File: config.mk
export PLATFORM = sky130hd
export DESIGN_NAME = fetch_stage
export DESIGN_NICKNAME = d
export VERILOG_FILES = /design/src/rtl/fetch_stage.sv
export SDC_FILE = /design/constraint.sdc
export NUM_CORES = 1
export LEC_CHECK = 0
export CAP_MARGIN = 5
export CORE_MARGIN = 2
export CORE_UTILIZATION = 40
export CTS_BUF_LIST = sky130_fd_sc_hd__clkbuf_4 sky130_fd_sc_hd__clkbuf_8 sky130_fd_sc_hd__clkbuf_16
export DETAILED_ROUTE_END_ITERATION = 16
export GPL_TIMING_DRIVEN = 0
export PLACE_DENSITY = 0.7
export SYNTH_ARGS = -nofsm -noshare
export SYNTH_HDL_FRONTEND = slang
export SYNTH_SLANG_ARGS = --single-unit
File: constraint.sdc
create_clock -name clk -period 15 [get_ports clk]
set_clock_uncertainty 0.15 [all_clocks]
set_input_delay 2.25 -clock clk [delete_from_list [all_inputs] [get_ports clk]]
set_output_delay 2.25 -clock clk [all_outputs]
set_load 0.01 [all_outputs]
File: src/rtl/fetch_stage.sv
// IF stage plus IF/ID pipeline register: owns the PC, applies branch/stall/jump
// priority each edge and keeps saturating fetch/stall counters.
module fetch_stage #(
  parameter logic [31:0] RESET_PC = 32'h0000_0000,
  parameter int          CNT_W    = 32
) (
  input  logic             clk,
  input  logic             rst,
  input  logic             stall_en,
  input  logic [1:0]       pcsource,
  input  logic [31:0]      branch_target,
  output logic [31:0]      imem_addr,
  input  logic [31:0]      imem_inst,
  output logic [31:0]      id_inst,
  output logic [31:0]      id_pc4,
  output logic             id_valid,
  output logic [CNT_W-1:0] fetch_cnt,
  output logic [CNT_W-1:0] stall_cnt
);

  localparam logic [1:0] PCS_BR = 2'b01;
  localparam logic [1:0] PCS_J  = 2'b10;

  logic [31:0]      r_pc;
  logic [31:0]      r_id_inst;
  logic [31:0]      r_id_pc4;
  logic             r_id_valid;
  logic [CNT_W-1:0] r_fetch_cnt;
  logic [CNT_W-1:0] r_stall_cnt;

  logic [31:0] w_pc4;
  logic [31:0] w_br_tgt;
  logic [31:0] w_j_tgt;

  assign w_pc4    = r_pc + 32'd4;
  assign w_br_tgt = branch_target & ~32'd3;
  // Jump is formed from the instruction currently sitting in IF/ID.
  assign w_j_tgt  = {r_id_pc4[31:28], r_id_inst[25:0], 2'b00};

  always_ff @(posedge clk or posedge rst) begin
    if (rst) begin
      r_pc        <= RESET_PC;
      r_id_inst   <= 32'h0;
      r_id_pc4    <= 32'h0;
      r_id_valid  <= 1'b0;
      r_fetch_cnt <= '0;
      r_stall_cnt <= '0;
    end else if (pcsource == PCS_BR) begin
      // Branch resolves in mem and wins even over a stall.
      r_pc       <= w_br_tgt;
      r_id_inst  <= 32'h0;
      r_id_pc4   <= 32'h0;
      r_id_valid <= 1'b0;
    end else if (stall_en) begin
      if (~&r_stall_cnt) r_stall_cnt <= r_stall_cnt + CNT_W'(1);
    end else if (pcsource == PCS_J) begin
      r_pc       <= w_j_tgt;
      r_id_inst  <= 32'h0;
      r_id_pc4   <= 32'h0;
      r_id_valid <= 1'b0;
    end else begin
      r_pc       <= w_pc4;
      r_id_inst  <= imem_inst;
      r_id_pc4   <= w_pc4;
      r_id_valid <= 1'b1;
      if (~&r_fetch_cnt) r_fetch_cnt <= r_fetch_cnt + CNT_W'(1);
    end
  end

  assign imem_addr = r_pc;
  assign id_inst   = r_id_inst;
  assign id_pc4    = r_id_pc4;
  assign id_valid  = r_id_valid;
  assign fetch_cnt = r_fetch_cnt;
  assign stall_cnt = r_stall_cnt;

endmodule

==> run summary <==
The run finished with clean final reports. The critical-path cell with the highest stage delay was sky130_fd_sc_hd__clkbuf_1. Yosys mapped a number of flops with a built-in enable equal to 0. The tools report the part of the Yosys area used for sequential elements as 0.5191. Areal power density over the cells: 115.3 nW/um^2. The logs give 0.5784 for the final core area utilization and 0.4823 for the headroom to the max-slew limit.

The logs give 12.30 ns for the reg-to-reg setup timing slack and 15.19 ns for the worst endpoint required time. TritonCTS built the clock tree. The placed instance area was 10200 um^2; the final HPWL from detailed placement was 17.69 mm.

The mapped netlist covers 7617 um^2. The startpoint identified for the worst hold timing path is id_valid$_DFFE_PP0P_. The first global-routing pass estimated 37.36 mm of wire. Timing analysis after detailed placement gives a worst setup slack of 9.620 ns.

For the pin with the worst max-slew slack, the measured transition is 0.7701 ns. In this design, the stage delay of the slowest critical-path cell is 0.56 ns. Post-CTS setup repair buffer count: 0.

The synthesized area divided by synthesized cell count was 9.996 um^2. The core region is 18710 um^2. The worst register-to-register path has a depth of 6. The clock drives 158 sinks. The register bit count reported by yosys was 158. The buffer and inverter count on the worst path is 5.

The detail route stage leaves a number of antenna-violating nets equal to 0. Subtracting the final worst setup slack from the clock period gives 4.933 ns. Traced cell by cell, the critical path runs through clkdlybuf4s50_1 -> inv_1 -> ha_1 -> clkbuf_1 -> nor3_2 -> clkbuf_1 -> buf_1 -> nand2_1 -> o211ai_1. Buffers inserted to repair hold after CTS numbered 0.

Number of ports placed on the die boundary: 230. Entering global routing, the biggest net connects 131 pins. The share of cells above drive strength 1 was 0.05686. Ratio of final minimum period to clock period: 0.3289.

Setup repair after global routing left no endpoint under its margin. Starting DRC count in detailed routing: 517. The kind of cell with the highest combined delay along the critical path is buffers and inverters.

Counting the buffers created by CTS gives 17. The reported leakage power came out at 4.567 nW. The final max-slew violation count was 0; the number of distinct standard cells referenced by the synthesized netlist was 57.

The tools report the endpoint of the lowest-slack register-to-register path as imem_addr[24]$_DFFE_PP0P_. The detailed-route wire length per cell came out at 18.90 um. In this run the critical register-to-register path is launched from imem_addr[3]$_DFFE_PP0P_. The effective utilization at floorplan was 0.4072. Leaving out fill and tap cells, the most frequent cell in the layout is sky130_fd_sc_hd__clkdlybuf4s50_1.

The run gives 0 as the residual overflow from global routing. The cell repeated most along the worst path was sky130_fd_sc_hd__clkbuf_1. The later-pin clock latency in the skew report was 0.43 ns. The share of flip-flops with an asynchronous set or reset works out to 1.000. The run gives 1 as the number of antenna violations at the first check in global routing.

The initialized floorplan defines 50 standard-cell rows. The number of warning messages in the yosys log was 0. VDD sags by at most 0.08210 mV. Compared with the post-synthesis result, the final layout area differs by 42.03%. The via count of the first global-routing pass was 6823. The clock slew at the register clock pins of the worst setup and hold paths was 0.06 ns; the first-pass iteration count of the detailed router was 5. The sort of element at the start of the critical path was an input pin. Setup violations remaining at the end of the flow were counted as 0. Using the TritonRoute via totals, the vias-per-cell ratio works out to 5.483.

The most used flip-flop cell after synthesis is sky130_fd_sc_hd__dfrtp_1. The library cells used most frequently in the layout, excluding fill and tap cells, are 225 x sky130_fd_sc_hd__clkdlybuf4s50_1, 158 x sky130_fd_sc_hd__dfrtp_1, 118 x sky130_fd_sc_hd__nand2_1. Summing over every cut layer, the via total after detailed routing is 6881. The worst hold path terminates at id_valid$_DFFE_PP0P_.

The H-tree was split into 4 levels. Vertical extent of the die: 142.0 um. The worst setup path is captured at a register. The number of instances in the synthesized netlist is 762, and the arrival time of data at the critical path endpoint is 5.12 ns. The floorplan step defined a die boundary enclosing 20160 um^2.

Width of the die: 142.0 um. Worst hold path class: reg -> reg. The net count of the finished layout is 1082. After routing the design area is 10820 um^2. The tools report the root buffer cell as sky130_fd_sc_hd__clkbuf_16. The final count of hold timing violations was 0; the number of gates given a new drive strength after cts was 0. Hold timing on the final database bottoms out at a slack of 0.3156 ns. The overall track demand over capacity in global routing is 0.2373, and the total of buffers placed on input and output ports is 225.

In this run the deepest clock path goes through 2 buffers. The count of max-cap constraint violations is 0, and the maximum fanout encountered on the critical timing path is 10. Timing would allow up to 202.7 MHz.

The tools report the setup total negative slack as 0 ns. The count of unresolved DRC violations after routing is 0. Routability-driven placement finished with a final weighted congestion of 0.8615.

Origin of the worst setup path: pcsource[0]. The kind of critical path was in -> reg. The worst path meets setup with 10.07 ns of slack.

The worst hold path was traced through 2 stages. For the final routed wirelength across all metal layers, the log shows 23.72 mm.
## worst register-to-register path: cells and delay by family (launching register included)
kind                     cells  cell delay, ns
adder cells (fa/ha/maj)      1            0.32
AND/OR/NAND/NOR              3            1.20
flip-flops                   1            0.51
AO/OA/AOI/OAI                1            0.13
XOR/XNOR                     1            0.24
## where the power goes
part	internal (mW)	leakage [nW]	switching [mW]
Clock	0.283	0.300	0.175
Combinational	0.139	2.19	0.121
Sequential	0.472	2.08	0.0579
Total	0.893	4.57	0.354
## metrics by stage
step | power, mW | std cells
2_1_floorplan | 0.6384 | 763
3_3_place_gp | 0.7901 | 1222
3_5_place_dp | 0.7956 | 1223
4_1_cts | 1.256 | 1254
5_1_grt | 1.303 | 1254
6_report | 1.247 | 1255
## Yosys cell counts, types with 3 or more instances
cell / n / area share
sky130_fd_sc_hd__a22o_1: 34 / 0.039
sky130_fd_sc_hd__o21ai_0: 33 / 0.022
sky130_fd_sc_hd__nor3b_1: 3 / 0.0030
sky130_fd_sc_hd__xnor2_1: 34 / 0.039
sky130_fd_sc_hd__a211oi_1: 3 / 0.0030
sky130_fd_sc_hd__nor2_1: 47 / 0.023
sky130_fd_sc_hd__nor4_2: 3 / 0.0049
sky130_fd_sc_hd__ha_1: 5 / 0.0082
sky130_fd_sc_hd__nor4_1: 9 / 0.0074
sky130_fd_sc_hd__o211ai_1: 3 / 0.0030
sky130_fd_sc_hd__inv_1: 12 / 0.0059
sky130_fd_sc_hd__o31ai_1: 3 / 0.0030
sky130_fd_sc_hd__nand4_1: 39 / 0.032
sky130_fd_sc_hd__and2_1: 3 / 0.0025
sky130_fd_sc_hd__nand3b_1: 4 / 0.0039
sky130_fd_sc_hd__nand2_1: 118 / 0.058
sky130_fd_sc_hd__nand3_1: 29 / 0.019
sky130_fd_sc_hd__dfrtp_1: 158 / 0.52
sky130_fd_sc_hd__and3_1: 10 / 0.0082
sky130_fd_sc_hd__a21oi_1: 36 / 0.024
sky130_fd_sc_hd__xor2_1: 50 / 0.057
sky130_fd_sc_hd__clkbuf_1: 32 / 0.016
sky130_fd_sc_hd__mux2i_1: 3 / 0.0039
sky130_fd_sc_hd__buf_1: 4 / 0.0020
sky130_fd_sc_hd__nor3_1: 15 / 0.0099
sky130_fd_sc_hd__and4_1: 8 / 0.0092
sky130_fd_sc_hd__buf_4: 3 / 0.0030
sky130_fd_sc_hd__o221ai_1: 19 / 0.022
## state kept, by name, indices dropped and copies added (netlist names)
register / count
id_pc4: 31
fetch_cnt: 32
stall_cnt: 32
id_inst: 32
imem_addr: 30
id_valid: 1
## worst max-delay path by stage
stage                     cells after the start                   endpoint  slack, ns
final                                         9  imem_addr[17]$_DFFE_PP0P_      10.07
after global routing                          9  imem_addr[17]$_DFFE_PP0P_       9.86
after CTS                                     9  imem_addr[17]$_DFFE_PP0P_      10.05
after detailed placement                      9  imem_addr[17]$_DFFE_PP0P_       9.62
after global placement                        2     id_pc4[12]$_DFFE_PP0P_       5.99
after floorplan                               1   fetch_cnt[0]$_DFFE_PP0P_       8.34
## area by class of cell
type / count / area, um^2
buffer: 43 / 192.7
sequential: 158 / 3954
timing repair buffer: 226 / 2280
clock buffer: 20 / 447.9
fill: 1637 / 7886
inverter: 12 / 52.55
multi-input combinational: 550 / 3430
tap: 234 / 292.8
antenna: 1 / 2.502
clock inverter: 11 / 167.7
## routing by layer
metal,global-route usage,wire length (um)
met2,0.3911,11320
met3,0.05182,1746
met1,0.3106,10040
met5,0,0
met4,0.08263,620
## cell families after synthesis
group,Yosys count,synth area share
fa+ha+maj,5,0.008213
other cells,1,0.0004923
simple gates,309,0.2080
xor+xnor,84,0.09658
compound gates,144,0.1276
buf+inv,55,0.03121
mux,6,0.008869
flops,158,0.5191
Note: power is estimated with default switching activity, not from simulation.
